## src/rtl/rv_pkg.sv

```systemverilog
// rv_pkg: shared register-file widths and the hard-wired zero register index.
package rv_pkg;
    localparam int XLEN = 32;
    localparam int REG_ADDR_W = 5;
    localparam logic [REG_ADDR_W-1:0] REG_ZERO = 5'd0;
endpackage

```

## src/rtl/wb_fifo.sv

```systemverilog
// wb_fifo: in-order queue of pending LSU writeback results {rd, data}.
module wb_fifo import rv_pkg::*; #(
    parameter int XLEN = 32,
    parameter int DEPTH = 2,
    localparam int AW = $clog2(DEPTH)
) (
    input  logic                         clk,
    input  logic                         rst,
    input  logic                         push,
    input  logic [REG_ADDR_W-1:0]        push_rd,
    input  logic [XLEN-1:0]              push_data,
    input  logic                         pop,
    output logic [REG_ADDR_W-1:0]        head_rd,
    output logic [XLEN-1:0]              head_data,
    output logic [AW:0]                  count,
    output logic                         full,
    output logic                         empty,
    output logic [DEPTH-1:0]             ent_valid,
    output logic [DEPTH*REG_ADDR_W-1:0]  ent_rd
);
    logic [REG_ADDR_W-1:0] rd_mem [DEPTH];
    logic [XLEN-1:0] data_mem [DEPTH];
    logic [AW-1:0] wr_ptr, rd_ptr;
    logic [DEPTH-1:0] valid_nxt;

    assign head_rd = rd_mem[rd_ptr];
    assign head_data = data_mem[rd_ptr];
    assign full = count == (AW+1)'(DEPTH);
    assign empty = count == '0;

    // Per-entry valid bits let the hazard compare ignore stale slots.
    always_comb begin
        valid_nxt = ent_valid;
        if (pop) valid_nxt[rd_ptr] = 1'b0;
        if (push) valid_nxt[wr_ptr] = 1'b1;
    end

    always_ff @(posedge clk) begin
        if (rst) begin
            wr_ptr <= '0;
            rd_ptr <= '0;
            count <= '0;
            ent_valid <= '0;
        end else begin
            wr_ptr <= push ? wr_ptr + 1'b1 : wr_ptr;
            rd_ptr <= pop ? rd_ptr + 1'b1 : rd_ptr;
            count <= count + (AW+1)'(push) - (AW+1)'(pop);
            ent_valid <= valid_nxt;
        end
    end

    always_ff @(posedge clk) begin
        if (push) begin
            rd_mem[wr_ptr] <= push_rd;
            data_mem[wr_ptr] <= push_data;
        end
    end

    for (genvar g = 0; g < DEPTH; g++) begin : g_rd
        assign ent_rd[g*REG_ADDR_W +: REG_ADDR_W] = rd_mem[g];
    end
endmodule

```

## src/rtl/rf_writeback_arbiter.sv

```systemverilog
// rf_writeback_arbiter: merges ALU and buffered LSU results into one registered
// register-file write per cycle and flags pending writes for issue-stage stalls.
module rf_writeback_arbiter import rv_pkg::*; #(
    parameter int XLEN = 32,
    parameter int DEPTH = 2,
    localparam int AW = $clog2(DEPTH)
) (
    input  logic                  Clk,
    input  logic                  Rst,
    input  logic                  alu_valid,
    input  logic [REG_ADDR_W-1:0] alu_rd,
    input  logic [XLEN-1:0]       alu_data,
    output logic                  alu_stall,
    input  logic                  lsu_valid,
    output logic                  lsu_ready,
    input  logic [REG_ADDR_W-1:0] lsu_rd,
    input  logic [XLEN-1:0]       lsu_data,
    input  logic [REG_ADDR_W-1:0] q_rs1,
    input  logic [REG_ADDR_W-1:0] q_rs2,
    output logic                  pend1,
    output logic                  pend2,
    output logic                  regWen,
    output logic [REG_ADDR_W-1:0] writeReg,
    output logic [XLEN-1:0]       writeData
);
    logic [REG_ADDR_W-1:0] head_rd;
    logic [XLEN-1:0] head_data;
    logic [AW:0] count;
    logic full, empty, push, sel_fifo, sel_alu, hit1, hit2;
    logic [DEPTH-1:0] ent_valid;
    logic [DEPTH*REG_ADDR_W-1:0] ent_rd;

    // A full FIFO outranks the ALU so LSU results can never be starved.
    assign sel_fifo = (count == (AW+1)'(DEPTH)) | (!alu_valid & !empty);
    assign sel_alu = alu_valid & !full;
    assign lsu_ready = !Rst & !full;
    assign alu_stall = !Rst & alu_valid & full;
    assign push = lsu_valid & lsu_ready & (lsu_rd != REG_ZERO);

    wb_fifo #(.XLEN(XLEN), .DEPTH(DEPTH)) u_fifo (
        .clk(Clk),
        .rst(Rst),
        .push(push),
        .push_rd(lsu_rd),
        .push_data(lsu_data),
        .pop(sel_fifo),
        .head_rd(head_rd),
        .head_data(head_data),
        .count(count),
        .full(full),
        .empty(empty),
        .ent_valid(ent_valid),
        .ent_rd(ent_rd)
    );

    always_ff @(posedge Clk) begin
        if (Rst) begin
            regWen <= 1'b0;
            writeReg <= REG_ZERO;
            writeData <= '0;
        end else begin
            regWen <= sel_fifo | (sel_alu & (alu_rd != REG_ZERO));
            if (sel_fifo) begin
                writeReg <= head_rd;
                writeData <= head_data;
            end else if (sel_alu) begin
                writeReg <= alu_rd;
                writeData <= alu_data;
            end
        end
    end

    always_comb begin
        hit1 = regWen & (writeReg == q_rs1);
        hit2 = regWen & (writeReg == q_rs2);
        for (int i = 0; i < DEPTH; i++) begin
            hit1 = hit1 | (ent_valid[i] & (ent_rd[i*REG_ADDR_W +: REG_ADDR_W] == q_rs1));
            hit2 = hit2 | (ent_valid[i] & (ent_rd[i*REG_ADDR_W +: REG_ADDR_W] == q_rs2));
        end
    end

    assign pend1 = (q_rs1 != REG_ZERO) & hit1;
    assign pend2 = (q_rs2 != REG_ZERO) & hit2;
endmodule

```

## config.mk

```make
export PLATFORM = sky130hd
export DESIGN_NAME = rf_writeback_arbiter
export DESIGN_NICKNAME = d
export VERILOG_FILES = /design/src/rtl/rv_pkg.sv /design/src/rtl/wb_fifo.sv /design/src/rtl/rf_writeback_arbiter.sv
export SDC_FILE = /design/constraint.sdc
export NUM_CORES = 1
export LEC_CHECK = 0
export CORE_MARGIN = 5
export CORE_UTILIZATION = 30
export DETAILED_ROUTE_END_ITERATION = 16
export PLACE_DENSITY_LB_ADDON = 0.25
export SLEW_MARGIN = 15
export SYNTH_ARGS = -nofsm -noshare
export SYNTH_HDL_FRONTEND = slang
export SYNTH_HIERARCHICAL = 1
export SYNTH_SLANG_ARGS = --single-unit
```

## constraint.sdc

```tcl
create_clock -name Clk -period 4.5 [get_ports Clk]
set_input_delay 1.35 -clock Clk [delete_from_list [all_inputs] [get_ports Clk]]
set_output_delay 1.35 -clock Clk [all_outputs]
set_load 0.03 [all_outputs]
```

# Word level (Yosys, flattened, before mapping)
# Memories as Yosys holds them, arrays and structs flattened. A register that Yosys moved wholly into a read port is not among the register bits.
# Index checks and enable logic that the tools add are counted.
# word_totals
memories	2
ram_bits	74
register_bits	44
word_cells	77
# memory_table
memory	depth	width	read_ports	rd_ports_with_merged_regs	write_ports	line	text
u_fifo.data_mem	2	32	1	1	1	wb_fifo.sv:22	logic [XLEN-1:0] data_mem [DEPTH];
u_fifo.rd_mem	2	5	3	1	1	wb_fifo.sv:21	logic [REG_ADDR_W-1:0] rd_mem [DEPTH];
# classes
n_addsub	4
bitwise	25
n_mux	16
n_reduce_logical	12
order_cmp	4
n_eq_ne	7
# ops
operator	n
two-way mux 32 bit	2
equality test 5 bit	6
nonzero test 5 bit	4
AND 1 bit	16
two-way mux 5 bit	2
two-way mux 1 bit	8
bitwise OR 1 bit	6
zero test 1 bit	4
less-than comparator 1 x 2 -> 1 bit, second input constant	2
two-way mux 2 bit	2
adder 1 bit, second input constant	2
adder 2 x 1 -> 2 bit	1
AND 2 bit	1
demux 1 bit (select 1 bit)	2
equality test 2 bit, second input constant	1
>= comparator 1 bit, second input constant	2
logical AND 1 bit	2
zero test 2 bit	1
inverter 2 bit	1
bitwise OR 2 bit	1
nonzero test 2 bit	1
subtractor 2 x 1 -> 2 bit	1

# Logic depth before layout (Yosys ltp)
# Gate-level depths: netlist (run 1).
# logic_depth
word_depth	9
ltp_mapped	12

# Modules after synthesis
# Netlist (run 1), hierarchy kept.
# modules_own_cells
module	n_inst	cells_each	area_per_inst_um2
wb_fifo	1	145	3101.7
rf_writeback_arbiter	1	228	2119.5

# Least setup slack after synthesis (run 1)
# Ideal clock, no wire load.
# synth_path
kind	input port to flip-flop
startpoint	input Rst
endpoint	memory u_fifo.data_mem[0][0], enable pin
cell_stages	5
t_arrival_ns	4.095
setup_slack_ns	-0.032
n_path_buf	1
setup_ns	0.437
required_time_ns	4.063
path_cell_list	clkbuf_1 nor2_1 nand2_1 a21oi_1 nor2b_1
# synth_via
elab_chain_len	6
# synth_rtl
item	line	text
start: declaration	rf_writeback_arbiter.sv:9	input logic Rst,
zero test 1 bit	rf_writeback_arbiter.sv:36	assign lsu_ready = !Rst & !full;
AND 1 bit	rf_writeback_arbiter.sv:36	
net lsu_ready	rf_writeback_arbiter.sv:15	output logic lsu_ready,
AND 1 bit (2 in a row)	rf_writeback_arbiter.sv:38	assign push = lsu_valid & lsu_ready & (lsu_rd != REG_ZERO);
net push	rf_writeback_arbiter.sv:29	logic full, empty, push, sel_fifo, sel_alu, hit1, hit2;
two-way mux 1 bit	wb_fifo.sv:53	if (push) begin
two-way mux 1 bit (not written as such)	wb_fifo.sv:55	data_mem[wr_ptr] <= push_data;
end: declaration	wb_fifo.sv:22	
# The timed path passes the listed nets, and every way through them passes these cells.

# Final worst setup path (run 1)
# layout_path
startpoint	input q_rs1[2]
endpoint	output pend1
# layout_via
elab_chain_len	5
# layout_rtl
item	line	text
start: declaration	rf_writeback_arbiter.sv:18	input logic [REG_ADDR_W-1:0] q_rs1,
equality test 5 bit, on equally long branches	rf_writeback_arbiter.sv:74, rf_writeback_arbiter.sv:77	
AND 1 bit, on equally long branches	rf_writeback_arbiter.sv:74, rf_writeback_arbiter.sv:77	
bitwise OR 1 bit (2 in a row)	rf_writeback_arbiter.sv:77	hit1 = hit1 | (ent_valid[i] & (ent_rd[i*REG_ADDR_W +: REG_ADDR_W] == q_rs1));
AND 1 bit (*)	rf_writeback_arbiter.sv:82	assign pend1 = (q_rs1 != REG_ZERO) & hit1;
end: declaration	rf_writeback_arbiter.sv:20	output logic pend1,
# Every way passes the cells marked *; elsewhere a longest branch is shown, timed or not.

==> key figures, run 1 <==
STA
  – Setup TNS: 0 ns
  – RSZ-0062 raised after global routing: no
  – Final Hold Violating Endpoints: 0
  – Fin. max-slew vios: 0
  – Worst-Margin Slew: 0.793 ns
  – Final min period: 4.23 ns
  – Period utilization: 93.9%
  – Clock skew: 0.0119 ns
  – Setup-failing EPs final: 0
  – Fin Hold WS: 0.512 ns
  – Headroom to the max-slew limit: 47.2%
  – Fmax achieved: 237 MHz

Route
  – Antenna-violating nets left: 0
  – Vias post-DR: 3419
  – Post-Route WL: 12000 um
  – DR iter-0 viols: 128
  – Avg WL per Cell: 16.1 um
  – DR DRC count: 0
  – Drt via density: 4.58
  – Drt first pass iters: 4

Yosys
  – Yosys reg bits: 119
  – Mapped Area: 5220 um^2
  – Syn_nets: 463
  – Netlist cell types: 30
  – Ys Warns: 6
  – Cell taking the most area after synthesis: edfxtp_1
  – Post-Syn Area per Cell: 14.0 um^2
  – Cells after Synth: 373
  – Seq/Total Area, Yosys: 59.8%
  – Yosys top cell area share: 42.6%
  – Largest cells by area after synthesis: edfxtp_1 (43%), dfxtp_1 (17%), mux2_4 (8.6%)

Placement
  – Post-DP HPWL: 8460 um
  – Placer Congestion: 0.784
  – Input/output buffers: 129

Worst setup path
  – Crit path cell chain: clkdlybuf4s50_1, xor2_1, nor4_1, a32oi_1, a21oi_1, buf_4
  – CP arrival: 2.88 ns
  – Crit-path slowest cell: clkdlybuf4s50_1
  – WP buf/inv: 2
  – Critical path's top delay family: buffers and inverters
  – CP required: 3.15 ns
  – Setup crit start kind: input pin
  – Largest stage delay on the critical path: 0.51 ns
  – Crit path max fanout: 4
  – WS Path Type: input pin to output pin
  – Crit. End Element: output pin

Floorplan
  – Initial Util: 30.4%
  – Core Rows: 48
  – Core Box Area: 17200 um^2
  – Die ar.: 20100 um^2
  – I/O pin count: 130
  – Die X-Extent: 142 um
  – Die height: 142 um

Global route
  – Initial antenna violation count: 0
  – Vias in the first global route: 3775
  – GRT overflow: 0
  – All-Layer GR Usage: 12.2%
  – Largest net degree at the start of global routing: 76
  – First-pass GRT wire length: 19200 um

Clock tree
  – Clock root buffer: clkbuf_16
  – Num CTS Buffers: 17
  – Cts repair resizes: 0
  – Clk_lat worst skew: 0.40 ns
  – TritonCTS clock tree: built
  – CTS Hold Bufs: 0
  – Maximum buffer depth of the clock tree: 2
  – Clock Sinks: 119
  – Reg clk slew, reported paths: 0.05 ns
  – H-tree levels: 4
  – Post-CTS Setup Bufs: 0

Cells and area
  – Syn-to-layout area delta: 40.4%
  – ANT cells: 0
  – Share of cells above drive strength 1: 15.7%
  – Nets@finish: 599

Outcome
  – Status: finished, final reports clean

Job
  – Total of max-cap violations: 0

Power
  – Pwr per Cell Area: 620 nW/um^2
  – P_leak: 2.70 nW
  – Worst IR Drop VDD: 314 uV

Worst hold path
  – Hold/Removal Path Class: flip-flop to flip-flop
synthesized netlist by cell type, drive strengths merged:
cell type and count:
clkbuf 6, xnor2 8, o21ai 1, ha 2, nand3 2, nor2 48
or4 3, mux2i 37, buf 14, dfxtp 45, inv 4, nand2 3
nor2b 4, nor3 1, edfxtp 74, a21oi 9, a32oi 2, nand2b 2
nor4 6, mux2 37, and2 3, xor2 25, a211oi 37
worst min-delay path, cell delays in order (launching register included):
cell and delay [ns]:
dfxtp_1 0.31, nand2b_1 0.09, a21oi_1 0.07
worst paths after layout:
path,from,to,slack [ns],cells past startpoint
worst max register to register,u_fifo/count[1],u_fifo/data_mem[0][0],2.33,6
worst min-delay path,u_fifo/rd_ptr,flip-flop,0.51,2
worst min register to register,u_fifo/rd_ptr,flip-flop,0.51,2
worst max-delay path,q_rs1[2],pend1,0.27,6
state kept, by name, summed over array words and instances (netlist names), named ones only:
signal,count
regWen,1
u_fifo/wr_ptr,1
u_fifo/rd_ptr,1
writeData,32
writeReg,5
u_fifo/rd_mem,10
u_fifo/ent_valid,2
u_fifo/count,2
u_fifo/data_mem,64
report_power, final:
| part | leakage, nW | internal [mW] | switching [mW] | total, mW |
|---|---|---|---|---|
| Clock | 0.300 | 0.969 | 0.447 | 1.42 |
| Combinational | 1.35 | 0.732 | 0.857 | 1.59 |
| Sequential | 1.05 | 1.37 | 0.166 | 1.54 |
| Total | 2.70 | 3.07 | 1.47 | 4.54 |
logic make-up after synthesis:
group	count (synthesis)	synth area share (%)
AOI/OAI and AO/OA	49	6.78
adders and majority gates	2	0.479
xor gates and xnor gates	33	5.54
muxes	74	17.2
DFF	119	59.8
and+or+nand+nor	72	6.33
buffers and inverters	24	3.83
through the flow:
step | utilization [%] | total power, mW | setup WS [ns] | instance area [um^2] | std cells
after floorplan | - | 2.68 | 0.671 | 5220 | 373
after global placement | 39.0 | 3.15 | 0.363 | 6700 | 715
after detailed placement | 39.0 | 3.17 | 0.295 | 6700 | 715
after CTS | 42.7 | 4.61 | 0.275 | 7330 | 747
after global routing | 42.7 | 4.80 | 0.134 | 7330 | 747
final | 42.7 | 4.54 | 0.274 | 7330 | 747
cell usage in the layout (no fill, tap or decap):
cell type,Yosys,routed
a211oi_1,36,36
a211oi_2,1,1
a21oi_1,8,8
a21oi_4,0,1
a32oi_1,2,2
and2_1,3,2
and2_2,0,1
buf_12,5,2
buf_2,5,1
buf_4,2,8
bufinv_16,0,4
clkbuf_1,6,4
clkbuf_16,0,17
clkbuf_8,0,3
clkdlybuf4s50_1,0,126
clkinv_2,0,2
clkinvlp_4,0,2
dfxtp_1,45,44
dfxtp_2,0,1
edfxtp_1,74,74
ha_1,2,2
inv_1,4,4
mux2_2,7,7
mux2_4,30,30
mux2i_1,37,37
nand2_1,3,3
nand2b_1,2,2
nand3_1,2,2
nor2_1,48,48
nor2b_1,3,2
nor2b_4,1,2
nor3_1,1,1
nor4_1,6,6
o21ai_0,1,1
or4_1,3,3
xnor2_1,8,8
xor2_1,25,25
per-layer routing:
metal  track usage, %  up-vias  wire (um)
met5                0        -          0
met4             4.44        0        165
met3             4.55       14        880
met2             20.2      118       5810
met1             14.5     1633       5190
li1                 -     1654          -
final cells by class:
class / count / area (um^2)
Sequential cell: 119 / 3120
Clock inverter: 8 / 145
Multi-Input combinational cell: 230 / 1910
Fill cell: 1614 / 9850
Tap cell: 225 / 282
Timing Repair Buffer: 137 / 1370
Clock buffer: 24 / 482
Inverter: 4 / 15.0
(Power assumes the default switching activity.)
==> inputs of run 2 (changes only) <==
--- a/config.mk
+++ b/config.mk
@@ -6,8 +6,9 @@
 export NUM_CORES = 1
 export LEC_CHECK = 0
 export CORE_MARGIN = 5
-export CORE_UTILIZATION = 30
+export CORE_UTILIZATION = 56
 export DETAILED_ROUTE_END_ITERATION = 16
+export DONT_BUFFER_PORTS = 1
 export PLACE_DENSITY_LB_ADDON = 0.25
 export SLEW_MARGIN = 15
 export SYNTH_ARGS = -nofsm -noshare
==> run 2 against run 1 <==
  * Via count decreased by 16%
  * Global-route usage rose by 5.7 points
  * Design area decreased by 20%
  * Non-clock buffer count shrank 132
  * Routed wire length shrank 18%
  * Critical path depth is 2 lower
  * Worst hold slack lost 0.010 ns
  * Sequential power is 17% higher
  * Clock skew grew 0.0027 ns
==> key figures, run 2 (same netlist as run 1, synthesis figures left out) <==
Floorplan
  – Initial Util: 57.0% (was 30.4%)
  – Die ar.: 11400 um^2 (was 20100 um^2)
  – I/O pin count: 130 (unchanged)
  – Die height: 107 um (was 142 um)
  – Core Box Area: 9150 um^2 (was 17200 um^2)
  – Die X-Extent: 107 um (was 142 um)
  – Core Rows: 35 (was 48)

Cells and area
  – Share of cells above drive strength 1: 20.0% (was 15.7%)
  – Nets@finish: 467 (was 599)
  – Syn-to-layout area delta: 12.2% (was 40.4%)
  – Finished Core Util: 64.0% (was 42.7%)
  – Fillers: 685 (was 1614)
  – Largest registers: u_fifo/data_mem (64), writeData (32), u_fifo/rd_mem (10) (unchanged)
  – Commonest non-fill, non-tap cells in the layout: edfxtp_1 (74), nor2_1 (48), dfxtp_1 (44) (was clkdlybuf4s50_1 (126), edfxtp_1 (74), nor2_1 (48))
  – Max reg flops: 64 (unchanged)
  – Commonest non-fill, non-tap cell in the layout: edfxtp_1 (was clkdlybuf4s50_1)
  – ANT cells: 0 (unchanged)
  – Largest register by flop count: u_fifo/data_mem (unchanged)

Global route
  – Largest net degree at the start of global routing: 76 (unchanged)
  – All-Layer GR Usage: 17.9% (was 12.2%)
  – Initial antenna violation count: 0 (unchanged)
  – Vias in the first global route: 3028 (was 3775)
  – First-pass GRT wire length: 15600 um (was 19200 um)
  – GRT overflow: 0 (unchanged)

Route
  – DR iter-0 viols: 106 (was 128)
  – Post-Route WL: 9890 um (was 12000 um)
  – Antenna-violating nets left: 0 (unchanged)
  – Drt first pass iters: 4 (unchanged)
  – Avg WL per Cell: 19.7 um (was 16.1 um)
  – Drt via density: 5.75 (was 4.58)
  – Vias post-DR: 2882 (was 3419)
  – DR DRC count: 0 (unchanged)

Clock tree
  – Num CTS Buffers: 17 (unchanged)
  – Post-CTS Setup Bufs: 0 (unchanged)
  – Maximum buffer depth of the clock tree: 2 (unchanged)
  – Clock Sinks: 119 (unchanged)
  – TritonCTS clock tree: built (unchanged)
  – H-tree levels: 4 (unchanged)
  – Cts repair resizes: 0 (unchanged)
  – CTS Hold Bufs: 0 (unchanged)
  – Reg clk slew, reported paths: 0.06 ns (was 0.05 ns)
  – Clock root buffer: clkbuf_8 (was clkbuf_16)
  – Clk_lat worst skew: 0.50 ns (was 0.40 ns)

Power
  – Worst IR Drop VDD: 344 uV (was 314 uV)
  – P_leak: 2.18 nW (was 2.70 nW)
  – Pwr per Cell Area: 707 nW/um^2 (was 620 nW/um^2)
  – Total Power: 4.15 mW (was 4.54 mW)

Worst setup path
  – Setup crit start kind: input pin (unchanged)
  – Crit path max fanout: 4 (unchanged)
  – Crit. End Element: output pin (unchanged)
  – CP required: 3.15 ns (about the same)
  – CP arrival: 2.51 ns (was 2.88 ns)
  – WS Path Type: input pin to output pin (unchanged)

Outcome
  – Status: finished, final reports clean (unchanged)

STA
  – Final min period: 3.86 ns (was 4.23 ns)
  – Fin Hold WS: 0.501 ns (was 0.512 ns)
  – Setup TNS: 0 ns (unchanged)
  – Worst-Margin Slew: 0.968 ns (was 0.793 ns)
  – Fmax achieved: 259 MHz (was 237 MHz)
  – Setup-failing EPs final: 0 (unchanged)
  – Clock skew: 0.0146 ns (was 0.0119 ns)
  – Headroom to the max-slew limit: 35.5% (was 47.2%)
  – Final WS setup: 0.637 ns (was 0.274 ns)
  – RSZ-0062 raised after global routing: no (unchanged)
  – Fin. max-slew vios: 0 (unchanged)
  – Period utilization: 85.8% (was 93.9%)
  – Final Hold Violating Endpoints: 0 (unchanged)

Placement
  – Post-DP HPWL: 6540 um (was 8460 um)
  – Placer Congestion: 0.796 (was 0.784)
  – Input/output buffers: 0 (was 129)
  – Pre-CTS WS: 0.636 ns (was 0.295 ns)

Job
  – Total of max-cap violations: 0 (unchanged)

Worst hold path
  – Hold/Removal Path Class: flip-flop to flip-flop (unchanged)
-- run 2: area by class of cell --
| cell class | instances | area, um^2 | area share [%] |
|---|---|---|---|
| Sequential cell | 119 | 3120 | 53.3 |
| Multi-Input combinational cell | 230 | 1910 | 32.7 |
| Clock buffer | 18 | 418 | 7.13 |
| Clock inverter | 14 | 199 | 3.40 |
| Tap cell | 111 | 139 | 2.37 |
| Timing Repair Buffer | 5 | 50.0 | 0.854 |
| Inverter | 4 | 15.0 | 0.256 |
-- run 2: path summary, 6_finish.rpt --
check	cells past startpoint	slack (ns)	start	endpoint
worst min-delay path	2	0.50	u_fifo/rd_ptr	flip-flop
worst max-delay path	4	0.64	q_rs1[0]	pend1
worst min register to register	2	0.50	u_fifo/rd_ptr	flip-flop
worst max register to register	5	2.15	u_fifo/count[1]	u_fifo/data_mem[1][30]
-- run 2: worst max-delay path, stage by stage --
cell and delay, ns:
xor2_1 0.14, nor4_1 0.32, a32oi_1 0.15, a21oi_1 0.55
-- run 2: report_power, final --
group	switching (mW)	internal [mW]
Combinational	0.501	0.453
Clock	0.483	0.903
Sequential	0.431	1.37
-- run 2: stage by stage --
stage / cell area [um^2] / cells
after CTS: 5860 / 501
final: 5860 / 501
after global routing: 5860 / 501
after floorplan: 5220 / 373
after detailed placement: 5240 / 469
after global placement: 5240 / 469
-- run 2: per-layer routing --
layer  up-vias  routed length (um)  global-route usage [%]
met5         -                   0                       0
met4         0                  66                    6.30
met2       104                4890                    28.7
li1       1395                   -                       -
met3         6                 842                    7.89
met1      1377                4090                    21.5
==> inputs of run 3 (changes only) <==
--- a/config.mk
+++ b/config.mk
@@ -9,6 +9,7 @@
 export CORE_UTILIZATION = 56
 export DETAILED_ROUTE_END_ITERATION = 16
 export DONT_BUFFER_PORTS = 1
+export MAX_ROUTING_LAYER = met4
 export PLACE_DENSITY_LB_ADDON = 0.25
 export SLEW_MARGIN = 15
 export SYNTH_ARGS = -nofsm -noshare
==> run 3 against run 2 <==
  * Global-route usage increased by 0.48 points
  * Clock skew down 0.0036 ns
  * First-iteration DRC count is 27% higher
  * Power increased by 0.17%
  * Routed wire length increased by 0.55%
  * Register-to-register slack is essentially flat
  * Critical path type unchanged
  * Largest cell class unchanged
  * Highest routed layer unchanged
==> key figures, run 3 (same netlist as run 1, synthesis figures left out) <==
Global route
  – GRT overflow: 0 (unchanged)
  – Vias in the first global route: 3033 (was 3028)
  – All-Layer GR Usage: 18.4% (was 17.9%)
  – Initial antenna violation count: 0 (unchanged)
  – First-pass GRT wire length: 15600 um (unchanged)
  – Largest net degree at the start of global routing: 76 (unchanged)
  – Most Crowded Layer GR: met2 (unchanged)
  – Met3 Track Usage GR: 6.86% (was 7.89%)
  – M2 GR Usage: 28.9% (was 28.7%)
  – Global routing usage on met1: 21.7% (was 21.5%)

Clock tree
  – Num CTS Buffers: 17 (unchanged)
  – Clock Sinks: 119 (unchanged)
  – Clock root buffer: clkbuf_8 (unchanged)
  – Maximum buffer depth of the clock tree: 2 (unchanged)
  – Cts repair resizes: 0 (unchanged)
  – CTS Hold Bufs: 0 (unchanged)
  – TritonCTS clock tree: built (unchanged)
  – Reg clk slew, reported paths: 0.06 ns (about the same)
  – Post-CTS Setup Bufs: 0 (unchanged)
  – H-tree levels: 4 (unchanged)
  – Clk_lat worst skew: 0.50 ns (about the same)

Worst setup path
  – CP arrival: 2.51 ns (about the same)
  – WS Path Type: input pin to output pin (unchanged)
  – Crit. End Element: output pin (unchanged)
  – Crit path max fanout: 4 (unchanged)
  – Setup crit start kind: input pin (unchanged)
  – CP required: 3.15 ns (about the same)

STA
  – Final Hold Violating Endpoints: 0 (unchanged)
  – RSZ-0062 raised after global routing: no (unchanged)
  – Clock skew: 0.0109 ns (was 0.0146 ns)
  – Headroom to the max-slew limit: 35.2% (was 35.5%)
  – Fin. max-slew vios: 0 (unchanged)
  – Final min period: 3.86 ns (about the same)
  – Worst-Margin Slew: 0.972 ns (was 0.968 ns)
  – Period utilization: 85.7% (was 85.8%)
  – Setup TNS: 0 ns (unchanged)
  – Fmax achieved: 259 MHz (about the same)
  – Fin Hold WS: 0.504 ns (was 0.501 ns)
  – Setup-failing EPs final: 0 (unchanged)
  – Final WS setup: 0.642 ns (was 0.637 ns)

Route
  – Antenna-violating nets left: 0 (unchanged)
  – DR iter-0 viols: 135 (was 106)
  – Post-Route WL: 9940 um (was 9890 um)
  – Avg WL per Cell: 19.8 um (was 19.7 um)
  – Drt first pass iters: 4 (unchanged)
  – Drt via density: 5.76 (was 5.75)
  – DR DRC count: 0 (unchanged)
  – Vias post-DR: 2885 (was 2882)

Cells and area
  – Largest register by flop count: u_fifo/data_mem (unchanged)
  – Share of cells above drive strength 1: 20.0% (unchanged)
  – Commonest non-fill, non-tap cells in the layout: edfxtp_1 (74), nor2_1 (48), dfxtp_1 (44) (unchanged)
  – Commonest non-fill, non-tap cell in the layout: edfxtp_1 (unchanged)
  – ANT cells: 0 (unchanged)
  – Syn-to-layout area delta: 12.2% (unchanged)
  – Max reg flops: 64 (unchanged)
  – Nets@finish: 467 (unchanged)
  – Largest registers: u_fifo/data_mem (64), writeData (32), u_fifo/rd_mem (10) (unchanged)
  – Finished Core Util: 64.0% (unchanged)
  – Fin area: 5860 um^2 (unchanged)

Floorplan
  – Core Box Area: 9150 um^2 (unchanged)
  – Die ar.: 11400 um^2 (unchanged)
  – Die X-Extent: 107 um (unchanged)
  – Core Rows: 35 (unchanged)
  – Die height: 107 um (unchanged)
  – Initial Util: 57.0% (unchanged)
  – I/O pin count: 130 (unchanged)

Placement
  – Pre-CTS WS: 0.636 ns (unchanged)
  – Placer Congestion: 0.807 (was 0.796)
  – Post-DP HPWL: 6540 um (unchanged)
  – Input/output buffers: 0 (unchanged)
  – Dpl cell area: 5240 um^2 (unchanged)

Outcome
  – Status: finished, final reports clean (unchanged)

Power
  – Pwr per Cell Area: 709 nW/um^2 (was 707 nW/um^2)
  – Worst IR Drop VDD: 345 uV (was 344 uV)
  – P_leak: 2.18 nW (unchanged)

Worst hold path
  – Hold/Removal Path Class: flip-flop to flip-flop (unchanged)

Job
  – Total of max-cap violations: 0 (unchanged)
[run 3: cell counts in the layout (fill, tap and decap cells not counted)]
Identical to the previous run, type by type.
[run 3: path summary, 6_finish.rpt]
path | startpoint | cells past startpoint | end | slack (ns)
max | q_rs1[0] | 4 | pend1 | 0.64
min | u_fifo/rd_ptr | 2 | flip-flop | 0.50
max reg2reg | u_fifo/count[1] | 5 | u_fifo/data_mem[1][20] | 2.16
min reg2reg | u_fifo/rd_ptr | 2 | flip-flop | 0.50
[run 3: routing by layer]
| layer | share of wire (%) | wire length (um) |
|---|---|---|
| met2 | 50 | 4940 |
| met5 | 0 | 0 |
| met3 | 8.4 | 833 |
| met1 | 41 | 4110 |
| met4 | 0.57 | 57 |
[run 3: area by class of cell]
cell class              instances  area [um^2]
repair buffers                  5         50.0
clock buffers                  18          418
inverters                       4         15.0
clock inverters                14          199
well taps                     111          139
fillers                       685         3290
flip-flops and latches        119         3120
multi-input cells             230         1910
[run 3: power by group]
group	internal (mW)	switching, mW
clock	0.904	0.486
combinational	0.453	0.504
sequential	1.37	0.432
total	2.73	1.42
[run 3: stage by stage]
step | instances | total power [mW]
4_1_cts | 501 | 4.19
5_1_grt | 501 | 4.35
3_3_place_gp | 469 | 2.77
3_5_place_dp | 469 | 2.79
2_1_floorplan | 373 | 2.68
6_report | 501 | 4.15
[run 3: critical path: stages]
cell	delay (ns)
xor2_1	0.14
nor4_1	0.31
a32oi_1	0.16
a21oi_1	0.55
